--- config.mk ---
export PLATFORM = sky130hd
export DESIGN_NAME = oled_frame_streamer_flat
export DESIGN_NICKNAME = d
export VERILOG_FILES = /design/src/rtl/oled_frame_streamer_if.sv /design/src/rtl/oled_frame_streamer.sv /design/src/flat_wrapper.sv
export SDC_FILE = /design/constraint.sdc
export NUM_CORES = 1
export LEC_CHECK = 0
export CORE_MARGIN = 1
export CORE_UTILIZATION = 45
export CTS_BUF_LIST = sky130_fd_sc_hd__clkbuf_4 sky130_fd_sc_hd__clkbuf_8
export CTS_CLUSTER_DIAMETER = 30
export DETAILED_ROUTE_END_ITERATION = 8
export PLACE_DENSITY_LB_ADDON = 0.05
export SLEW_MARGIN = 20
export SYNTH_ARGS = -nofsm -noshare
export SYNTH_HDL_FRONTEND = slang
export SYNTH_SLANG_ARGS = --single-unit
--- constraint.sdc ---
create_clock -name clk -period 2 [get_ports clk]
set_input_delay 0.4 -clock clk [delete_from_list [all_inputs] [get_ports clk]]
set_output_delay 0.4 -clock clk [all_outputs]
set_load 0.02 [all_outputs]
--- src/rtl/oled_frame_streamer_if.sv ---
// ---------------------------------------------------------------------------
// oled_frame_streamer_if
//
// Purpose: bundles the two buses the frame streamer talks to.
//   Display buffer read port : buf_addr, buf_rd_en (streamer -> buffer),
//                              buf_rdata (buffer -> streamer, valid one
//                              cycle after buf_rd_en).
//   SPI master byte port     : spi_data, spi_start, dc (streamer -> SPI),
//                              spi_done (SPI -> streamer).
//
// Handshake: spi_start is a one-cycle pulse that launches spi_data; the
// streamer holds spi_data and dc unchanged until the SPI master answers with
// a one-cycle spi_done, and only then may the next spi_start follow. Exactly
// one spi_done is expected per spi_start.
//
// Modports:
//   master - the frame streamer side
//   slave  - the buffer RAM / SPI master side (or a testbench model)
// ---------------------------------------------------------------------------
interface oled_frame_streamer_if;
    logic [9:0] buf_addr;
    logic       buf_rd_en;
    logic [7:0] buf_rdata;
    logic [7:0] spi_data;
    logic       spi_start;
    logic       spi_done;
    logic       dc;

    modport master (
        output buf_addr,
        output buf_rd_en,
        input  buf_rdata,
        output spi_data,
        output spi_start,
        input  spi_done,
        output dc
    );

    modport slave (
        input  buf_addr,
        input  buf_rd_en,
        output buf_rdata,
        input  spi_data,
        input  spi_start,
        output spi_done,
        input  dc
    );
endinterface

--- src/rtl/oled_frame_streamer.sv ---
// ---------------------------------------------------------------------------
// oled_frame_streamer
//
// Purpose: on a frame request, sends the SSD1331 column/row address window
// commands (dc=0) and then streams the 1-bpp display buffer as RGB565 pixel
// data (dc=1, high byte first), one byte per SPI start/done handshake.
//
// Ports:
//   clk, reset  - system clock, asynchronous active-high reset
//   init_done   - OLED init complete; frame requests are accepted only when high
//   frame_req   - one-cycle request for a full frame transfer
//   bus         - buffer read port + SPI byte port (see oled_frame_streamer_if)
//   frame_busy  - high from the accepted request until frame_done
//   frame_done  - one-cycle pulse after the last pixel byte completes
//   dbg_state   - current FSM state, for debug and assertion binding
// ---------------------------------------------------------------------------
module oled_frame_streamer #(
    parameter logic [15:0] FG_COLOR = 16'hFFFF,
    parameter logic [15:0] BG_COLOR = 16'h0000,
    parameter int          WIDTH    = 96,
    parameter int          HEIGHT   = 64
) (
    input  logic                         clk,
    input  logic                         reset,
    input  logic                         init_done,
    input  logic                         frame_req,
    oled_frame_streamer_if.master        bus,
    output logic                         frame_busy,
    output logic                         frame_done,
    output logic [3:0]                   dbg_state
);

    localparam logic [9:0] LAST_ADDR = 10'(WIDTH * HEIGHT / 8 - 1);
    localparam logic [2:0] LAST_CMD  = 3'd5;

    typedef enum logic [3:0] {
        S_IDLE,
        S_CMD_SEND,
        S_CMD_WAIT,
        S_FETCH,
        S_FETCH_WAIT,
        S_PIX_HI,
        S_PIX_HI_WAIT,
        S_PIX_LO,
        S_PIX_LO_WAIT,
        S_DONE
    } state_t;

    // Address window: full-screen column range then full-screen row range.
    function automatic logic [7:0] cmd_byte(input logic [2:0] idx);
        case (idx)
            3'd0:    return 8'h15;
            3'd1:    return 8'h00;
            3'd2:    return 8'(WIDTH - 1);
            3'd3:    return 8'h75;
            3'd4:    return 8'h00;
            3'd5:    return 8'(HEIGHT - 1);
            default: return 8'h00;
        endcase
    endfunction

    state_t      state_q,     state_d;
    logic [2:0]  cmd_idx_q,   cmd_idx_d;
    logic [2:0]  bit_idx_q,   bit_idx_d;
    logic [7:0]  pix_q,       pix_d;
    logic [9:0]  addr_q,      addr_d;
    logic [7:0]  spi_data_q,  spi_data_d;
    logic        spi_start_q, spi_start_d;
    logic        dc_q,        dc_d;
    logic        rd_en_q,     rd_en_d;
    logic        busy_q,      busy_d;
    logic        done_q,      done_d;
    logic [15:0] color;

    // Next-state logic.
    always_comb begin
        state_d   = state_q;
        cmd_idx_d = cmd_idx_q;
        bit_idx_d = bit_idx_q;
        pix_d     = pix_q;
        addr_d    = addr_q;

        case (state_q)
            S_IDLE: begin
                if (frame_req && init_done) begin
                    state_d   = S_CMD_SEND;
                    cmd_idx_d = 3'd0;
                    bit_idx_d = 3'd0;
                    addr_d    = 10'd0;
                end
            end
            S_CMD_SEND: state_d = S_CMD_WAIT;
            S_CMD_WAIT: begin
                if (bus.spi_done) begin
                    if (cmd_idx_q == LAST_CMD) begin
                        state_d = S_FETCH;
                    end else begin
                        cmd_idx_d = cmd_idx_q + 3'd1;
                        state_d   = S_CMD_SEND;
                    end
                end
            end
            S_FETCH: state_d = S_FETCH_WAIT;
            S_FETCH_WAIT: begin
                // buf_rdata belongs to the read issued in S_FETCH.
                pix_d     = bus.buf_rdata;
                bit_idx_d = 3'd0;
                state_d   = S_PIX_HI;
            end
            S_PIX_HI: state_d = S_PIX_HI_WAIT;
            S_PIX_HI_WAIT: begin
                if (bus.spi_done) state_d = S_PIX_LO;
            end
            S_PIX_LO: state_d = S_PIX_LO_WAIT;
            S_PIX_LO_WAIT: begin
                if (bus.spi_done) begin
                    if (bit_idx_q != 3'd7) begin
                        // LSB is the leftmost pixel, so shift right to advance.
                        bit_idx_d = bit_idx_q + 3'd1;
                        pix_d     = {1'b0, pix_q[7:1]};
                        state_d   = S_PIX_HI;
                    end else if (addr_q != LAST_ADDR) begin
                        addr_d  = addr_q + 10'd1;
                        state_d = S_FETCH;
                    end else begin
                        state_d = S_DONE;
                    end
                end
            end
            S_DONE:  state_d = S_IDLE;
            default: state_d = S_IDLE;
        endcase
    end

    // Output logic, decoded from the next state so every output is a flop
    // that lines up with the state it belongs to.
    always_comb begin
        color       = pix_d[0] ? FG_COLOR : BG_COLOR;
        spi_start_d = (state_d == S_CMD_SEND) || (state_d == S_PIX_HI) ||
                      (state_d == S_PIX_LO);
        spi_data_d  = spi_data_q;
        case (state_d)
            S_CMD_SEND: spi_data_d = cmd_byte(cmd_idx_d);
            S_PIX_HI:   spi_data_d = color[15:8];
            S_PIX_LO:   spi_data_d = color[7:0];
            default:    spi_data_d = spi_data_q;
        endcase
        // dc rises when the first fetch starts (after the last command's
        // done) and falls in DONE, so it never moves under a byte in flight.
        dc_d    = (state_d == S_FETCH)    || (state_d == S_FETCH_WAIT) ||
                  (state_d == S_PIX_HI)   || (state_d == S_PIX_HI_WAIT) ||
                  (state_d == S_PIX_LO)   || (state_d == S_PIX_LO_WAIT);
        rd_en_d = (state_d == S_FETCH);
        busy_d  = (state_d != S_IDLE) && (state_d != S_DONE);
        done_d  = (state_d == S_DONE);
    end

    always_ff @(posedge clk or posedge reset) begin
        if (reset) begin
            state_q     <= S_IDLE;
            cmd_idx_q   <= 3'd0;
            bit_idx_q   <= 3'd0;
            pix_q       <= 8'h00;
            addr_q      <= 10'd0;
            spi_data_q  <= 8'h00;
            spi_start_q <= 1'b0;
            dc_q        <= 1'b0;
            rd_en_q     <= 1'b0;
            busy_q      <= 1'b0;
            done_q      <= 1'b0;
        end else begin
            state_q     <= state_d;
            cmd_idx_q   <= cmd_idx_d;
            bit_idx_q   <= bit_idx_d;
            pix_q       <= pix_d;
            addr_q      <= addr_d;
            spi_data_q  <= spi_data_d;
            spi_start_q <= spi_start_d;
            dc_q        <= dc_d;
            rd_en_q     <= rd_en_d;
            busy_q      <= busy_d;
            done_q      <= done_d;
        end
    end

    assign bus.buf_addr  = addr_q;
    assign bus.buf_rd_en = rd_en_q;
    assign bus.spi_data  = spi_data_q;
    assign bus.spi_start = spi_start_q;
    assign bus.dc        = dc_q;
    assign frame_busy    = busy_q;
    assign frame_done    = done_q;
    assign dbg_state     = state_q;

endmodule

--- src/flat_wrapper.sv ---
// flat-port wrapper written by rule: the top's interface ports become plain ports
module oled_frame_streamer_flat 
#(
    parameter logic [15:0] FG_COLOR = 16'hFFFF,
    parameter logic [15:0] BG_COLOR = 16'h0000,
    parameter int          WIDTH    = 96,
    parameter int          HEIGHT   = 64
)
  (clk, reset, init_done, frame_req, frame_busy, frame_done, dbg_state, bus_buf_addr, bus_buf_rd_en, bus_buf_rdata, bus_spi_data, bus_spi_start, bus_spi_done, bus_dc);
  oled_frame_streamer_if bus_i ();
  input  logic clk;
  input  logic reset;
  input  logic init_done;
  input  logic frame_req;
  output logic frame_busy;
  output logic frame_done;
  output logic [3:0] dbg_state;
  output wire logic [$bits(bus_i.buf_addr)-1:0] bus_buf_addr;
  output wire logic [$bits(bus_i.buf_rd_en)-1:0] bus_buf_rd_en;
  input wire logic [$bits(bus_i.buf_rdata)-1:0] bus_buf_rdata;
  output wire logic [$bits(bus_i.spi_data)-1:0] bus_spi_data;
  output wire logic [$bits(bus_i.spi_start)-1:0] bus_spi_start;
  input wire logic [$bits(bus_i.spi_done)-1:0] bus_spi_done;
  output wire logic [$bits(bus_i.dc)-1:0] bus_dc;
  assign bus_buf_addr = bus_i.buf_addr;
  assign bus_buf_rd_en = bus_i.buf_rd_en;
  assign bus_i.buf_rdata = bus_buf_rdata;
  assign bus_spi_data = bus_i.spi_data;
  assign bus_spi_start = bus_i.spi_start;
  assign bus_i.spi_done = bus_spi_done;
  assign bus_dc = bus_i.dc;
  oled_frame_streamer #(.FG_COLOR(FG_COLOR), .BG_COLOR(BG_COLOR), .WIDTH(WIDTH), .HEIGHT(HEIGHT)) u_core (.clk(clk), .reset(reset), .init_done(init_done), .frame_req(frame_req), .bus(bus_i), .frame_busy(frame_busy), .frame_done(frame_done), .dbg_state(dbg_state));
endmodule
==> results of run 1 <==
power groups by stage:
stage | Combinational [uW] | Sequential [uW] | Clock, uW
6_report | 2260 | 1200 | 788
5_1_grt | 2460 | 1230 | 839
4_1_cts | 2210 | 1190 | 804
3_5_place_dp | 2180 | 1200 | 0
3_3_place_gp | 2140 | 1200 | 0
2_1_floorplan | 1150 | 1310 | 0
worst max-delay path, delay by kind of cell (launching register included):
family / cells / cell delay (ps)
AO/OA/AOI/OAI: 2 / 230
adder cells (fa/ha/maj): 2 / 360
flip-flops: 1 / 390
AND/OR/NAND/NOR: 3 / 880
flip-flops by register name (all words and copies together) (netlist names):
| signal | flops |
|---|---|
| u_core.bus.buf_addr | 10 |
| u_core.pix_q | 8 |
| u_core.bus.spi_data | 5 |
| u_core.dbg_state | 4 |
| u_core.bit_idx_q | 3 |
| u_core.cmd_idx_q | 3 |
| u_core.bus.buf_rd_en | 1 |
| u_core.bus.dc | 1 |
| u_core.bus.spi_start | 1 |
| u_core.frame_busy | 1 |
| u_core.frame_done | 1 |
layer usage:
layer	share of wire (%)	global-route usage [%]	vias to the layer above	wire length, um
li1	-	-	979	-
met1	49	31.3	961	2630
met2	47	38.0	38	2550
met3	2.8	4.50	9	151
met4	1.7	7.63	0	91
met5	0	0	-	0
repair_timing:
item | 4_1_cts | 5_1_grt
gates resized for setup | 13 | 9
endpoints found under the hold margin | 0 | 0
buffers inserted | 2 | 6
gates cloned | 0 | 0
pin swaps | 5 | 7
endpoints found under the setup margin | 12 | 16
layout make-up:
| cell class | count | area share [%] |
|---|---|---|
| multi-input combinational | 157 | 36.6 |
| sequential | 38 | 29.5 |
| timing repair buffer | 102 | 26.9 |
| clock buffer | 5 | 2.12 |
| clock inverter | 3 | 2.12 |
| tap | 52 | 2.00 |
| inverter | 7 | 0.809 |
how the worst min path moves through the flow:
stage / start / to / slack, ps
after global routing: u_core.pix_q[4] / u_core.pix_q[4] / 520
after global placement: u_core.pix_q[3] / u_core.pix_q[3] / 460
after CTS: u_core.pix_q[4] / u_core.pix_q[4] / 490
after floorplan: u_core.pix_q[2] / u_core.pix_q[2] / 450
final: u_core.pix_q[4] / u_core.pix_q[4] / 480
after detailed placement: u_core.pix_q[5] / u_core.pix_q[5] / 470
cell families after synthesis:
kind of cell | synth area share (%)
mux | 0.519
compound gates | 20.6
xor+xnor | 3.23
buf+inv | 5.25
flops | 43.8
fa+ha+maj | 2.88
simple gates | 23.7
through the flow:
step	setup WS (ps)	instances
6_report	19.7	364
5_1_grt	-32.7	364
4_1_cts	-28.4	358
3_5_place_dp	-355	348
3_3_place_gp	-317	348
2_1_floorplan	4.13	214
layout by cell type, fill, tap and decap left out, types with 2 or more instances in the layout:
cell / instances
buf_4: 63
clkdlybuf4s50_1: 35
dfrtp_1: 33
nand2_1: 30
a21oi_1: 11
nor2_1: 10
a211oi_1: 9
xnor2_1: 8
inv_1: 7
a22oi_1: 6
nand2b_1: 5
o21ai_0: 5
clkbuf_8: 5
dfrtp_2: 5
nand3_1: 4
o21ai_1: 4
and3b_1: 3
and2_1: 3
a21o_1: 3
nand3b_1: 3
ha_2: 3
nor3_4: 2
o211ai_1: 2
nor4b_2: 2
o21a_1: 2
nor4b_4: 2
o2bb2ai_1: 2
o311ai_0: 2
or2_2: 2
and3_2: 2
a41oi_1: 2
a211oi_2: 2
bufinv_16: 2
dlygate4sd2_1: 2
==> reports/summary.txt, run 1 <==
Net Sw Power: 1620 uW
CTS Buf Count: 5
WS Path Type: flip-flop to flip-flop
max cap viols: 0
r2r endpoint: u_core.bus.spi_data[3]
crit path time final: 1980 ps
Hold Slack: 480 ps
Unique masters post-synth: 54
final setup vio count: 0
Die X: 71.5 um
Clock Tree Buf Depth: 2
CP Max Fanout: 5
WL final: 5430 um
sw frac: 38.2%
final hold vios: 0
crit path to: u_core.bus.spi_data[3]
Clock power frac: 18.6%
RSZ-0062 raised after global routing: yes
first-pass GRT wire length: 9160 um
fraction of layout instances using a drive strength above 1: 33.7%
post-route cell area: 3250 sq um
Core Util, Final: 72.1%
Core ar.: 4500 sq um
initial antenna violation count: 0
critical path cell sequence: ha_2 -> ha_4 -> and3_4 -> o31a_1 -> or4b_4 -> nor2_4 -> a211oi_1
Seq/Total Area, Yosys: 43.8%
Avg Synthesized Cell Area: 10.1 sq um
via count: 1987
DP Area: 2970 sq um
register area: 957 sq um
Hold Path Depth: 2
CP Launch Point: u_core.bit_idx_q[1]
post-route clock period utilization: 99.0%
Relative slew margins: 68.0%
Clock Latency Late Sink: 290 ps
synthesis-to-layout area growth: 49.6%
H-tree lvl count: 2
status: completed
std cell rows: 24
Pre-antenna DRT Iters: 6
clk root buf: clkbuf_8
Crit-path slowest cell: or4b_4
synth top area cells: dfrtp_1 (44%), nand2_1 (5.2%), a211oi_1 (3.5%), xnor2_1 (3.2%), ha_1 (2.9%)
fill cell count: 332
Max VDD drop: 0.719 mV
crit path DAT: 2160 ps
initial core utilization: 48.2%
DR DRC count: 0
antenna-violating nets left: 0
wire per inst: 14.9 um
Syn Nets: 232
CTS Sinks: 38
worst hold path type: flip-flop to flip-flop
Max stage delay on crit path: 570 ps
Pint: 2620 uW
Post-Synthesis Cells: 214
grt total ovfl: 0
Worst-path clk slew: 80 ps
Logic pwr share: 53.2%
gp weighted congestion: 0.790
Fmax: 505 MHz
count of hold-fix buffers inserted at cts: 0
Post-synth EDFFs: 0
nets@finish: 329
Synth async-reset ratio: 100%
Cell Area, Synth: 2170 sq um
RR Startpoint: u_core.bit_idx_q[1]
leading area contributor after synthesis: dfrtp_1
PortBufs: 39
Post-synth top flop: dfrtp_1
multi-input logic area: 1190 sq um
total negative slack: 0 ps
pwr dens: 1310 nW/um^2
share of the synthesized area in the top cell type: 43.8%
CP Data Required Time: 2180 ps
Via-to-Cell Ratio: 5.46
leakage: 0.00144 uW
Seq cells post-synth: 38
largest net degree at the start of global routing: 39
CTS tree: built
CP endpoint kind: flip-flop
FF-to-FF setup slack: 20 ps
gr usage total: 23.2%
1st-iter DRT viols: 56
CP startpoint kind: flip-flop
max-slew violations: 0
DIE AREA: 5110 sq um
count leader, synth: dfrtp_1
ant diodes: 0
DP HPWL: 4040 um
die height: 71.5 um
Least-Margin Pin Slew: 480 ps
Tot Pwr: 4250 uW
clk_skew: 4.83 ps
Seq pwr share: 28.2%
vias in the first global route: 1949
synthesis warning total: 0
Commonest cells post-synth: dfrtp_1 (38), nand2_1 (30), a21oi_1 (11), nor2_1 (11), a211oi_1 (10)
I/O pins: 40
worst reg-to-reg path cell count: 7
Power figures use the tool's default switching activity.
==> run 2, diff against run 1 <==
--- a/config.mk
+++ b/config.mk
@@ -11,6 +11,7 @@
 export CTS_CLUSTER_DIAMETER = 30
 export DETAILED_ROUTE_END_ITERATION = 8
 export PLACE_DENSITY_LB_ADDON = 0.05
+export REMOVE_ABC_BUFFERS = 1
 export SLEW_MARGIN = 20
 export SYNTH_ARGS = -nofsm -noshare
 export SYNTH_HDL_FRONTEND = slang
==> reports/summary.txt, run 2 (synthesized netlist as in run 1, its figures left out) <==
I/O pins: 40 (unchanged)
gr usage total: 22.8% (-0.40 points)
H-tree lvl count: 2 (unchanged)
crit path time final: 1990 ps (+9.37 ps)
Clock Latency Late Sink: 300 ps (about the same)
Relative slew margins: 68.2% (+0.18 points)
grt total ovfl: 0 (unchanged)
leakage: 0.00142 uW (-1.1%)
ant diodes: 0 (unchanged)
WL final: 5450 um (+0.53%)
max cap viols: 0 (unchanged)
die height: 71.5 um (unchanged)
DIE AREA: 5110 sq um (unchanged)
CTS tree: built
Hold Path Depth: 2 (unchanged)
crit path DAT: 2170 ps (about the same)
Via-to-Cell Ratio: 5.48 (+0.30%)
PortBufs: 39 (unchanged)
DP HPWL: 4030 um (-0.25%)
fraction of layout instances using a drive strength above 1: 32.4% (-1.3 points)
vias in the first global route: 1896 (-2.7%)
WS Path Type: primary input to flip-flop
worst reg-to-reg path cell count: 9 (+2)
CP Max Fanout: 5 (unchanged)
worst hold path type: flip-flop to flip-flop
gp weighted congestion: 0.840 (+6.3%)
antenna-violating nets left: 0 (unchanged)
most common cell after layout, fill and taps aside: buf_4
nets@finish: 329 (unchanged)
max-slew violations: 0 (unchanged)
most frequent cells in the layout: buf_4 (62), clkdlybuf4s50_1 (38), dfrtp_1 (38)
CP Data Required Time: 2180 ps (about the same)
CP startpoint kind: primary input
status: completed
pwr dens: 1330 nW/um^2 (+2.0%)
Least-Margin Pin Slew: 477 ps (-2.75 ps)
Core ar.: 4500 sq um (unchanged)
Hold Slack: 479 ps (-0.781 ps)
final hold vios: 0 (unchanged)
Fmax: 503 MHz (-0.47%)
first-pass GRT wire length: 9000 um (-1.7%)
DR DRC count: 0 (unchanged)
Max VDD drop: 0.953 mV (+33%)
Clock Tree Buf Depth: 2 (unchanged)
Pre-antenna DRT Iters: 5 (-1)
fill cell count: 334 (+0.60%)
post-route cell area: 3210 sq um (-1.0%)
std cell rows: 24 (unchanged)
Die X: 71.5 um (unchanged)
clk root buf: clkbuf_8
final setup vio count: 0 (unchanged)
Worst-path clk slew: 80 ps (about the same)
synthesis-to-layout area growth: 48.1%
initial antenna violation count: 0 (unchanged)
max reg flops: 10 (unchanged)
post-route clock period utilization: 99.5% (+0.47 points)
clk_skew: 9.32 ps (+4.48 ps)
RSZ-0062 raised after global routing: yes
CP endpoint kind: flip-flop
Tot Pwr: 4290 uW (+0.98%)
CTS Sinks: 38 (unchanged)
register area: 951 sq um (-0.65%)
DP Area: 3000 sq um (+1.2%)
initial core utilization: 48.2% (unchanged)
1st-iter DRT viols: 120 (+110%)
wire per inst: 15.0 um (+0.53%)
via count: 1993 (+0.30%)
CTS Buf Count: 5 (unchanged)
multi-input logic area: 1200 sq um (+0.84%)
largest net degree at the start of global routing: 39 (unchanged)
## run 2: path summary, 6_finish.rpt
| check | from | endpoint | slack [ps] |
|---|---|---|---|
| min in group asynchronous | reset | u_core.bit_idx_q[1] | 510 |
| setup / recovery | init_done | u_core.bus.spi_data[3] | 10 |
| hold reg to reg | u_core.pix_q[2] | u_core.pix_q[2] | 480 |
| max in group asynchronous | reset | u_core.pix_q[1] | 1150 |
| setup reg to reg | u_core.bit_idx_q[1] | u_core.cmd_idx_q[0] | 40 |
| hold / removal | u_core.pix_q[2] | u_core.pix_q[2] | 480 |
## run 2: timing repair
action,in CTS,in global routing
endpoints found under the setup margin,7,8
setup buffers,0,1
resized for setup,10,10
pin swaps,4,7
hold buffers,0,0
## run 2: per-stage QoR
stage          setup WS, ps  cells  utilization [%]  setup TNS, ps
6_report               10.4    364             71.4              0
5_1_grt               -49.0    364             71.4           -282
4_1_cts                2.87    363             70.0              0
3_5_place_dp           -326    355             66.7          -4150
3_3_place_gp           -305    355             66.7          -3540
2_1_floorplan          -719    202                -         -11580
## run 2: report_power, final
group,switching [uW],leakage [uW],internal [uW]
Combinational,1250,0.000874,1250
Clock,281,0.0000579,367
Sequential,148,0.000491,999
Total,1680,0.00142,2610
## run 2: per-layer routing
layer  global-route usage [%]  vias up  part of all wire [%]
met2                     37.1       54                    48
met1                     31.5      949                    46
li1                         -      981                     -
met4                     6.32        0                   1.2
met3                     4.22        9                   4.7
met5                        0        -                     0
## run 2: cell type report
cell class                      instances  share of cell area [%]
Multi-Input combinational cell        157                    37.3
Sequential cell                        38                    29.6
Timing Repair Buffer                  102                    26.9
Clock buffer                            5                    2.14
Tap cell                               52                    2.02
Clock inverter                          3                    1.25
Inverter                                7                   0.817
## run 2: worst max-delay path, cell delays in order
cell	delay (ps)
clkdlybuf4s50_1	490
a21oi_1	110
o311a_1	340
or4b_4	570
nor2_4	180
a211oi_2	90
